==> config.mk <==
export PLATFORM = sky130hd
export DESIGN_NAME = uart_rx_multi_flat
export DESIGN_NICKNAME = d
export VERILOG_FILES = /design/src/rtl/uart_rx_multi_if.sv /design/src/rtl/uart_rx_multi.sv /design/src/flat_wrapper.sv
export SDC_FILE = /design/constraint.sdc
export NUM_CORES = 1
export LEC_CHECK = 0
export ABC_AREA = 1
export CAP_MARGIN = 20
export CELL_PAD_IN_SITES_DETAIL_PLACEMENT = 1
export CELL_PAD_IN_SITES_GLOBAL_PLACEMENT = 2
export CORE_MARGIN = 10
export CORE_UTILIZATION = 29
export CTS_BUF_LIST = sky130_fd_sc_hd__clkbuf_16
export DETAILED_ROUTE_END_ITERATION = 8
export HOLD_SLACK_MARGIN = 0.12
export PLACE_DENSITY = 0.9
export SLEW_MARGIN = 10
export SYNTH_ARGS = -nofsm -noshare
export SYNTH_HDL_FRONTEND = slang
export SYNTH_SLANG_ARGS = --single-unit
==> constraint.sdc <==
create_clock -name clk -period 1.7 [get_ports clk]
set_input_delay 0.255 -clock clk [delete_from_list [all_inputs] [get_ports clk]]
set_output_delay 0.255 -clock clk [all_outputs]
set_load 0.005 [all_outputs]
==> src/rtl/uart_rx_multi_if.sv <==
// Receive-buffer read port of uart_rx_multi.
//   rx_read     : pop the head entry (ignored when the buffer is empty)
//   rx_data     : head data, LSB-aligned, unused MSBs zero
//   rx_valid    : buffer not empty
//   parity_err  : parity-error tag of the head entry
//   framing_err : framing-error tag of the head entry
// master = receiver side, slave = register block side.
interface uart_rx_multi_if;
    logic       rx_read;
    logic [7:0] rx_data;
    logic       rx_valid;
    logic       parity_err;
    logic       framing_err;

    modport master (
        input  rx_read,
        output rx_data, rx_valid, parity_err, framing_err
    );
    modport slave (
        output rx_read,
        input  rx_data, rx_valid, parity_err, framing_err
    );
endinterface

==> src/rtl/uart_rx_multi.sv <==
// Oversampling UART receiver: 3-sample majority glitch filter, 5..8 data bits, optional
// parity, 1 or 2 stop bits, framing/parity/overflow/break detection, tagged receive buffer.
// Ports:
//   clk, reset_n          : clock, synchronous active-low reset
//   baud_clock            : one-clk enable at OVERSAMPLE x baud rate
//   rx                    : serial line, idle high
//   data_bits, parity_en, odd_n_even, two_stop : frame format
//   clear_overflow, clear_break : clear the sticky flags
//   rd                    : buffer read port (see uart_rx_multi_if)
//   overflow, break_det   : sticky error flags
//   rx_idle               : receiver state machine is idle
// Build option: define UART_RX_MULTI_FIFO_EN for a FIFO_DEPTH-entry circular buffer;
// otherwise a single holding register is used.
module uart_rx_multi #(
    parameter int unsigned OVERSAMPLE = 16,
    parameter int unsigned FIFO_DEPTH = 4
) (
    input  logic                   clk,
    input  logic                   reset_n,
    input  logic                   baud_clock,
    input  logic                   rx,
    input  logic [1:0]             data_bits,
    input  logic                   parity_en,
    input  logic                   odd_n_even,
    input  logic                   two_stop,
    input  logic                   clear_overflow,
    input  logic                   clear_break,
    uart_rx_multi_if.master        rd,
    output logic                   overflow,
    output logic                   break_det,
    output logic                   rx_idle
);
    localparam int unsigned TickW = $clog2(OVERSAMPLE);
    localparam logic [TickW-1:0] TickHalf = TickW'(OVERSAMPLE / 2 - 1);
    localparam logic [TickW-1:0] TickLast = TickW'(OVERSAMPLE - 1);

    typedef enum logic [2:0] {
        StIdle, StStart, StData, StParity, StStop1, StStop2, StBrkWait
    } state_e;

    state_e           state_q, state_d;
    logic [2:0]       samples_q;
    logic [TickW-1:0] tick_q, tick_d;
    logic [3:0]       bit_q, bit_d;
    logic [7:0]       data_q, data_d;
    logic             acc_q, acc_d;     // running XOR of data bits
    logic             nz_q, nz_d;       // any 1 seen in data/parity (break qualifier)
    logic             perr_q, perr_d;
    logic             ferr_q, ferr_d;
    logic             overflow_q, break_q;

    logic             rx_f, centre, last_bit;
    logic             commit, commit_ferr, brk_set;
    logic [9:0]       word;

    assign rx_f = (samples_q[0] & samples_q[1]) | (samples_q[0] & samples_q[2]) |
                  (samples_q[1] & samples_q[2]);
    assign centre   = baud_clock && (tick_q == TickLast);
    assign last_bit = bit_q == ({2'b00, data_bits} + 4'd4);
    assign word     = {commit_ferr, perr_q, data_q};

    always_comb begin
        state_d     = state_q;
        tick_d      = tick_q;
        bit_d       = bit_q;
        data_d      = data_q;
        acc_d       = acc_q;
        nz_d        = nz_q;
        perr_d      = perr_q;
        ferr_d      = ferr_q;
        commit      = 1'b0;
        commit_ferr = ferr_q;
        brk_set     = 1'b0;
        if (baud_clock) begin
            tick_d = (tick_q == TickLast) ? '0 : tick_q + 1'b1;
        end
        unique case (state_q)
            StIdle: begin
                if (baud_clock && !rx_f) begin
                    tick_d  = '0;
                    state_d = StStart;
                end
            end
            StStart: begin
                if (baud_clock && (tick_q == TickHalf)) begin
                    if (!rx_f) begin
                        state_d = StData;
                        tick_d  = '0;
                        bit_d   = '0;
                        data_d  = '0;
                        acc_d   = 1'b0;
                        nz_d    = 1'b0;
                        perr_d  = 1'b0;
                        ferr_d  = 1'b0;
                    end else begin
                        state_d = StIdle;
                    end
                end
            end
            StData: begin
                if (centre) begin
                    data_d[bit_q[2:0]] = rx_f;
                    acc_d = acc_q ^ rx_f;
                    nz_d  = nz_q | rx_f;
                    bit_d = bit_q + 4'd1;
                    if (last_bit) begin
                        state_d = parity_en ? StParity : StStop1;
                    end
                end
            end
            StParity: begin
                if (centre) begin
                    perr_d  = acc_q ^ rx_f ^ odd_n_even;
                    nz_d    = nz_q | rx_f;
                    state_d = StStop1;
                end
            end
            StStop1: begin
                if (centre) begin
                    ferr_d = ~rx_f;
                    if (!nz_q && !rx_f) begin
                        brk_set = 1'b1;
                        state_d = StBrkWait;
                    end else if (two_stop) begin
                        state_d = StStop2;
                    end else begin
                        // Return at the stop-bit centre for half a bit of resync margin.
                        commit      = 1'b1;
                        commit_ferr = ~rx_f;
                        state_d     = StIdle;
                    end
                end
            end
            StStop2: begin
                if (centre) begin
                    commit      = 1'b1;
                    commit_ferr = ferr_q | ~rx_f;
                    ferr_d      = commit_ferr;
                    state_d     = StIdle;
                end
            end
            StBrkWait: begin
                if (baud_clock && rx_f) begin
                    state_d = StIdle;
                end
            end
            default: state_d = StIdle;
        endcase
    end

    always_ff @(posedge clk) begin
        if (!reset_n) begin
            state_q   <= StIdle;
            samples_q <= 3'b111;
            tick_q    <= '0;
            bit_q     <= '0;
            data_q    <= '0;
            acc_q     <= 1'b0;
            nz_q      <= 1'b0;
            perr_q    <= 1'b0;
            ferr_q    <= 1'b0;
        end else begin
            state_q <= state_d;
            if (baud_clock) begin
                samples_q <= {rx, samples_q[2:1]};
            end
            tick_q <= tick_d;
            bit_q  <= bit_d;
            data_q <= data_d;
            acc_q  <= acc_d;
            nz_q   <= nz_d;
            perr_q <= perr_d;
            ferr_q <= ferr_d;
        end
    end

    // Receive buffer
    logic       valid, full, pop, ovf_set;
    logic [9:0] head;

`ifdef UART_RX_MULTI_FIFO_EN
    localparam int unsigned AddrW = $clog2(FIFO_DEPTH);

    logic [9:0]       mem_q [FIFO_DEPTH];
    logic [AddrW-1:0] wr_ptr_q, rd_ptr_q;
    logic [AddrW:0]   count_q;
    logic             push;

    assign valid = count_q != '0;
    assign full  = count_q == (AddrW + 1)'(FIFO_DEPTH);
    assign pop   = rd.rx_read && valid;
    // A same-cycle pop frees the slot before the write.
    assign push  = commit && (!full || pop);
    assign head  = mem_q[rd_ptr_q];

    always_ff @(posedge clk) begin
        if (!reset_n) begin
            wr_ptr_q <= '0;
            rd_ptr_q <= '0;
            count_q  <= '0;
        end else begin
            if (push) begin
                wr_ptr_q <= wr_ptr_q + 1'b1;
            end
            if (pop) begin
                rd_ptr_q <= rd_ptr_q + 1'b1;
            end
            if (push && !pop) begin
                count_q <= count_q + 1'b1;
            end else if (pop && !push) begin
                count_q <= count_q - 1'b1;
            end
        end
    end

    always_ff @(posedge clk) begin
        if (push) begin
            mem_q[wr_ptr_q] <= word;
        end
    end
`else
    logic [9:0] hold_q;
    logic       full_q;
    logic       write;

    assign valid = full_q;
    assign full  = full_q;
    assign pop   = rd.rx_read && full_q;
    assign write = commit && (!full_q || pop);
    assign head  = hold_q;

    always_ff @(posedge clk) begin
        if (!reset_n) begin
            hold_q <= '0;
            full_q <= 1'b0;
        end else begin
            if (write) begin
                hold_q <= word;
                full_q <= 1'b1;
            end else if (pop) begin
                full_q <= 1'b0;
            end
        end
    end
`endif

    assign ovf_set = commit && full && !pop;

    // Sticky flags: a set event wins over a coincident clear.
    always_ff @(posedge clk) begin
        if (!reset_n) begin
            overflow_q <= 1'b0;
            break_q    <= 1'b0;
        end else begin
            overflow_q <= ovf_set | (overflow_q & ~clear_overflow);
            break_q    <= brk_set | (break_q & ~clear_break);
        end
    end

    assign rd.rx_valid    = valid;
    assign rd.rx_data     = valid ? head[7:0] : 8'h00;
    assign rd.parity_err  = valid & head[8];
    assign rd.framing_err = valid & head[9];
    assign overflow       = overflow_q;
    assign break_det      = break_q;
    assign rx_idle        = state_q == StIdle;
endmodule

==> src/flat_wrapper.sv <==
// flat-port wrapper written by rule: the top's interface ports become plain ports
module uart_rx_multi_flat 
#(
    parameter int unsigned OVERSAMPLE = 16,
    parameter int unsigned FIFO_DEPTH = 4
)
  (clk, reset_n, baud_clock, rx, data_bits, parity_en, odd_n_even, two_stop, clear_overflow, clear_break, overflow, break_det, rx_idle, rd_rx_read, rd_rx_data, rd_rx_valid, rd_parity_err, rd_framing_err);
  uart_rx_multi_if rd_i ();
  input  logic clk;
  input  logic reset_n;
  input  logic baud_clock;
  input  logic rx;
  input  logic [1:0] data_bits;
  input  logic parity_en;
  input  logic odd_n_even;
  input  logic two_stop;
  input  logic clear_overflow;
  input  logic clear_break;
  output logic overflow;
  output logic break_det;
  output logic rx_idle;
  input wire logic [$bits(rd_i.rx_read)-1:0] rd_rx_read;
  output wire logic [$bits(rd_i.rx_data)-1:0] rd_rx_data;
  output wire logic [$bits(rd_i.rx_valid)-1:0] rd_rx_valid;
  output wire logic [$bits(rd_i.parity_err)-1:0] rd_parity_err;
  output wire logic [$bits(rd_i.framing_err)-1:0] rd_framing_err;
  assign rd_i.rx_read = rd_rx_read;
  assign rd_rx_data = rd_i.rx_data;
  assign rd_rx_valid = rd_i.rx_valid;
  assign rd_parity_err = rd_i.parity_err;
  assign rd_framing_err = rd_i.framing_err;
  uart_rx_multi #(.OVERSAMPLE(OVERSAMPLE), .FIFO_DEPTH(FIFO_DEPTH)) u_core (.clk(clk), .reset_n(reset_n), .baud_clock(baud_clock), .rx(rx), .data_bits(data_bits), .parity_en(parity_en), .odd_n_even(odd_n_even), .two_stop(two_stop), .clear_overflow(clear_overflow), .clear_break(clear_break), .rd(rd_i), .overflow(overflow), .break_det(break_det), .rx_idle(rx_idle));
endmodule
# Yosys cells after proc, flatten, opt, wreduce, memory -nomap -nowiden
# Index checks and enable logic that the tools add are counted.
classes:
  n_eq_ne: 19
  n_addsub: 3
  n_reduce_logical: 27
  mux: 56
  magnitude_cmp: 2
  bitwise_logic: 18
op_table:
  columns: ["op", "n"]
  rows:
  - ["3-bit two-way mux", 11]
  - ["4-bit two-way mux", 8]
  - ["8-bit two-way mux", 4]
  - ["3-bit one-hot mux with 7 select lines", 1]
  - ["1-bit two-way mux", 20]
  - ["2-bit by 1-bit inequality test with 1-bit output, second input constant", 9]
  - ["4-bit one-hot mux with 2 select lines", 2]
  - ["8-bit one-hot mux with 2 select lines", 1]
  - ["4-bit AND reduction", 4]
  - ["1-bit logical AND", 10]
  - ["1-bit one-hot mux with 2 select lines", 5]
  - ["3-bit equality test, second input constant", 3]
  - ["4-bit by 1-bit adder with 4-bit output, second input constant", 2]
  - ["8-bit bitwise mux", 1]
  - ["8-bit AND reduction", 1]
  - ["2-bit nonzero test", 4]
  - ["1-bit AND", 7]
  - ["3-bit by 2-bit equality test with 1-bit output, second input constant", 2]
  - ["1-bit bitwise OR", 6]
  - ["2-bit by 3-bit adder with 4-bit output, second input constant", 1]
  - ["4-bit by 3-bit equality test with 1-bit output, second input constant", 1]
  - ["4-bit equality test", 1]
  - ["4-bit equality test, second input constant", 1]
  - ["1-bit logical NOT", 4]
  - ["other kinds (13)", 16]
word_totals:
  wordCells: 138
  regBits: 39
  input_bits: 12
  out_inout_bits: 14

# Depth between registers and ports, before layout
depth:
  ltp_word: 11
  depth_mapped: 10
  mapped_depth_nobuf: 10

# Worst setup path before layout
# OpenSTA, ideal clock, no wires.
synth_path:
  path_type: "register to register"
  startpoint: "register u_core.tick_q[0]"
  endpoint: "register u_core.state_q[0]"
  arrival_ns: 1.281
  n_path_buf: 0
  synth_period_minus_slack_ns: 1.394
  t_required_ns: 1.587
  stages_incl_launch_ff: 9
  setup_slack_ns: 0.306
  setup_ns: 0.113
  path_cell_list: "dfxtp_1 > ha_1 > nand3_1 > o21ai_0 > nand3_1 > nor2_1 > inv_1 > nor2_1 > nor2_1"
synth_via:
  elab_chain_cells: 4
  elab_cells_between_ends: 10
  classes_between: "7 x eq/ne; 3 x reduce/logical"
synth_rtl:
  columns: ["element", "line_no", "rtl"]
  rows:
  - ["start: declaration", "uart_rx_multi.sv:43", "logic [TickW-1:0] tick_q, tick_d;"]
  - ["start signal: assignment", "uart_rx_multi.sv:167", "tick_q <= tick_d;"]
  - ["4-bit equality test / 4-bit by 3-bit equality test with 1-bit output (equally long branches)", "uart_rx_multi.sv:58, uart_rx_multi.sv:85", null]
  - ["1-bit logical AND (on tied branches)", "uart_rx_multi.sv:58, uart_rx_multi.sv:85", null]
  - ["2-bit by 1-bit inequality test with 1-bit output (no source line)", null, null]
  - ["8-bit AND reduction (no source line) (*)", null, null]
  - ["end signal: assignment", "uart_rx_multi.sv:153", "state_q <= StIdle;"]
  - ["end signal: assignment", "uart_rx_multi.sv:163", "state_q <= state_d;"]
  - ["end: declaration", "uart_rx_multi.sv:41", "state_e state_q, state_d;"]
# Every way passes the cells marked *; elsewhere a longest branch is shown, timed or not.
# A chain may end at the register's enable or synchronous reset.

# Worst setup path in the final report
layout_path:
  startpoint: "register u_core.full_q (netlist: u_core.rd.rx_valid)"
  endpoint: "output port rd_rx_data[6]"
layout_via:
  elab_chain_cells: 1
layout_rtl:
  columns: ["element", "line_no", "rtl"]
  rows:
  - ["start: declaration", "uart_rx_multi.sv:223", "logic full_q;"]
  - ["start signal: assignment", "uart_rx_multi.sv:235", "full_q <= 1'b0;"]
  - ["start signal: assignment", "uart_rx_multi.sv:239", "full_q <= 1'b1;"]
  - ["start signal: assignment", "uart_rx_multi.sv:241", "full_q <= 1'b0;"]
  - ["8-bit two-way mux", "uart_rx_multi.sv:261", "assign rd.rx_data = valid ? head[7:0] : 8'h00;"]
  - ["end: declaration", "flat_wrapper.sv:23", "output wire logic [$bits(rd_i.rx_data)-1:0] rd_rx_data;"]
# No other way between the ends.

==> results.json <==
{
  "synth_top_area_share_pct": 35.8,
  "htree_levels": 2,
  "seq_power_share_pct": 34.5,
  "path_clk_slew_ns": 0.06,
  "drive_gt1_share_pct": 12.7,
  "die_h_um": 107,
  "dp_slack_ns": -0.167,
  "io_pins": 26,
  "cts_hold_buf": 0,
  "nNetsFinal": 414,
  "utilization_pct": 39.4,
  "ys.warnings.count": 0,
  "die_w_um": 107,
  "row_count": 31,
  "startpoint_type": "flop",
  "worstMarginPinSlew_ns": 0.300,
  "viasPerCell": 4.68,
  "portBuffers": 25,
  "status": "finished, final reports clean",
  "yosysUniqueCellTypes": 25,
  "syn_inst": 359,
  "dp_hpwl_um": 4860,
  "cap_violations": 0,
  "grt_util_all_layers_pct": 11.5,
  "synth_seq_area_share_pct": 35.8,
  "ys_async_sr_fraction_pct": 0,
  "synthMostInstantiatedCell": "nand2_1",
  "antenna_cells": 0,
  "clkPwrFrac_pct": 36.0,
  "finalSetupViolCount": 0,
  "max_freq_mhz": 624,
  "wl_per_cell_um": 12.5,
  "yosys.area.top_type": "dfxtp_1",
  "ir_drop_mv": 0.429,
  "path_class": "flop to output pin",
  "ys_seq_elements": 39,
  "p_leak_nw": 1.35,
  "grt_max_degree": 24,
  "die_area_sq_um": 11400,
  "holdCritPathClass": "flop to flop",
  "finalMaxSlewViolations": 0,
  "place.gp.congestion": 0.788,
  "via_count": 2342,
  "first_pass_iters": 4,
  "hold_viol": 0,
  "syn_avg_cell_area_sq_um": 6.07,
  "detail-route-antenna-nets": 0,
  "post-place-cells": 491,
  "p_int_mw": 2.04,
  "cts_buffers": 5,
  "startpoint": "u_core.rd.rx_valid",
  "min_period_ns": 1.60,
  "clock_path_buffers": 2,
  "p_switching_mw": 1.04,
  "final_cells": 500,
  "end_kind": "output pin",
  "antenna_found_initial": 0,
  "hold_ws_ns": 0.463,
  "grt_pass1_vias": 2374,
  "routed_wl_um": 6260,
  "timing.final.ws_setup_ns": 0.0963,
  "grt_pass1_wl_um": 11000,
  "finalCritPeriodShare_pct": 94.3,
  "drc_errors": 0,
  "skew_ns": 0.00308,
  "synth_common_cells": "nand2_1 (116), inv_1 (47), nand3_1 (40)",
  "combPwrFrac_pct": 29.5,
  "syn_nets": 373,
  "cts_root_buf": "clkbuf_16",
  "cp.arrival_ns": 1.35,
  "overflow": 0,
  "ys.flop_type": "dfxtp_1",
  "synth_edf_count": 0,
  "clock_sinks": 39,
  "rsz0062_at_grt": "false",
  "sw_frac_of_total_pct": 33.6,
  "ys_top_cells_by_area": "dfxtp_1 (36%), nand2_1 (20%), nand3_1 (9.2%), inv_1 (8.1%), a21oi_1 (7.6%)",
  "synth_area_sq_um": 2180,
  "power.density_nw_per_um2": 1070,
  "tritoncts": "yes",
  "drt-initial-drc-count": 29,
  "clk_latency_ns": 0.29,
  "area_growth_pct": 31.9,
  "core-area_sq_um": 7290,
  "worst-path-max-fanout": 8,
  "min-delay-start": "u_core.head[4]",
  "max-slew-margin-rel_pct": 80.0,
  "power_mw": 3.08,
  "cp.required_ns": 1.44,
  "start_util_pct": 29.9,
  "regToRegStartpoint": "u_core.tick_q[1]"
}
critical path: stages, from the launching register on:
cell	delay (ns)
dfxtp_2	0.33
buf_6	0.12
nand2_1	0.05
inv_1	0.05
clkdlybuf4s50_1	0.49
timing repair:
item                                    in CTS  in global routing
setup buffers                                1                  0
pin swaps                                    1                  2
gates resized for setup                      3                 15
endpoints found under the setup margin       3                 37
cells by family (layout without fill, tap and decap cells):
family                     after synthesis  in the layout  share of synthesized area [%]
AOI/OAI and AO/OA                       46             46                           10.7
adders and majority gates                2              2                           1.15
buffers and inverters                   63            105                           11.9
DFF                                     39             39                           35.8
and+or+nand+nor                        209            209                           40.4
through the flow:
| stage | setup TNS, ns | area, sq um |
|---|---|---|
| 6_report | 0 | 2870 |
| 3_5_place_dp | -1.85 | 2650 |
| 4_1_cts | 0 | 2830 |
| 3_3_place_gp | -1.18 | 2650 |
| 5_1_grt | 0 | 2870 |
| 2_1_floorplan | 0 | 2180 |
registers in the layout, indices dropped and copies added (netlist names), 3 cells and up:
name and count:
u_core.head 10, u_core.data_q 8, u_core.samples_q 3, u_core.state_q 3
u_core.bit_q 4, u_core.tick_q 4
power by group through the flow:
| stage | logic (mW) | clock network, mW | registers (mW) |
|---|---|---|---|
| 6_report | 0.910 | 1.11 | 1.06 |
| 5_1_grt | 1.05 | 1.17 | 1.07 |
| 4_1_cts | 0.894 | 1.14 | 1.05 |
| 3_5_place_dp | 0.876 | 0 | 1.07 |
| 3_3_place_gp | 0.848 | 0 | 1.06 |
| 2_1_floorplan | 0.579 | 0 | 1.05 |
layout by cell type (no fill, tap or decap), types with 4 or more instances in the layout:
cell / instances
buf_4: 19
dfxtp_1: 35
clkdlybuf4s50_1: 22
inv_1: 47
nand2_2: 5
o21ai_0: 8
nand2_1: 115
dfxtp_2: 4
a21oi_1: 33
nand3_1: 39
clkbuf_16: 5
nor2_2: 4
nor2_1: 35
routing by layer:
metal  up-vias  routed length (um)  GRT usage, %
met5         -                   0             0
met4         0                  64          2.90
li1       1208                   -             -
met1      1105                2740          12.8
met3         8                 228          3.83
met2        21                3230          20.5
area by class of cell:
cell class | instances | area, sq um
tap | 99 | 124
fill | 1004 | 4420
multi-input combinational | 257 | 1170
timing repair buffer | 46 | 428
clock buffer | 5 | 125
inverter | 51 | 194
clock inverter | 3 | 43.8
sequential | 39 | 786
worst paths after layout:
path                        to  slack (ns)  cells past startpoint
max reg2reg  u_core.state_q[2]        0.17                      9
min reg2reg     u_core.head[4]        0.46                      2
min             u_core.head[4]        0.46                      2
max              rd_rx_data[6]         0.1                      4
Note: power is estimated with default switching activity, not from simulation.
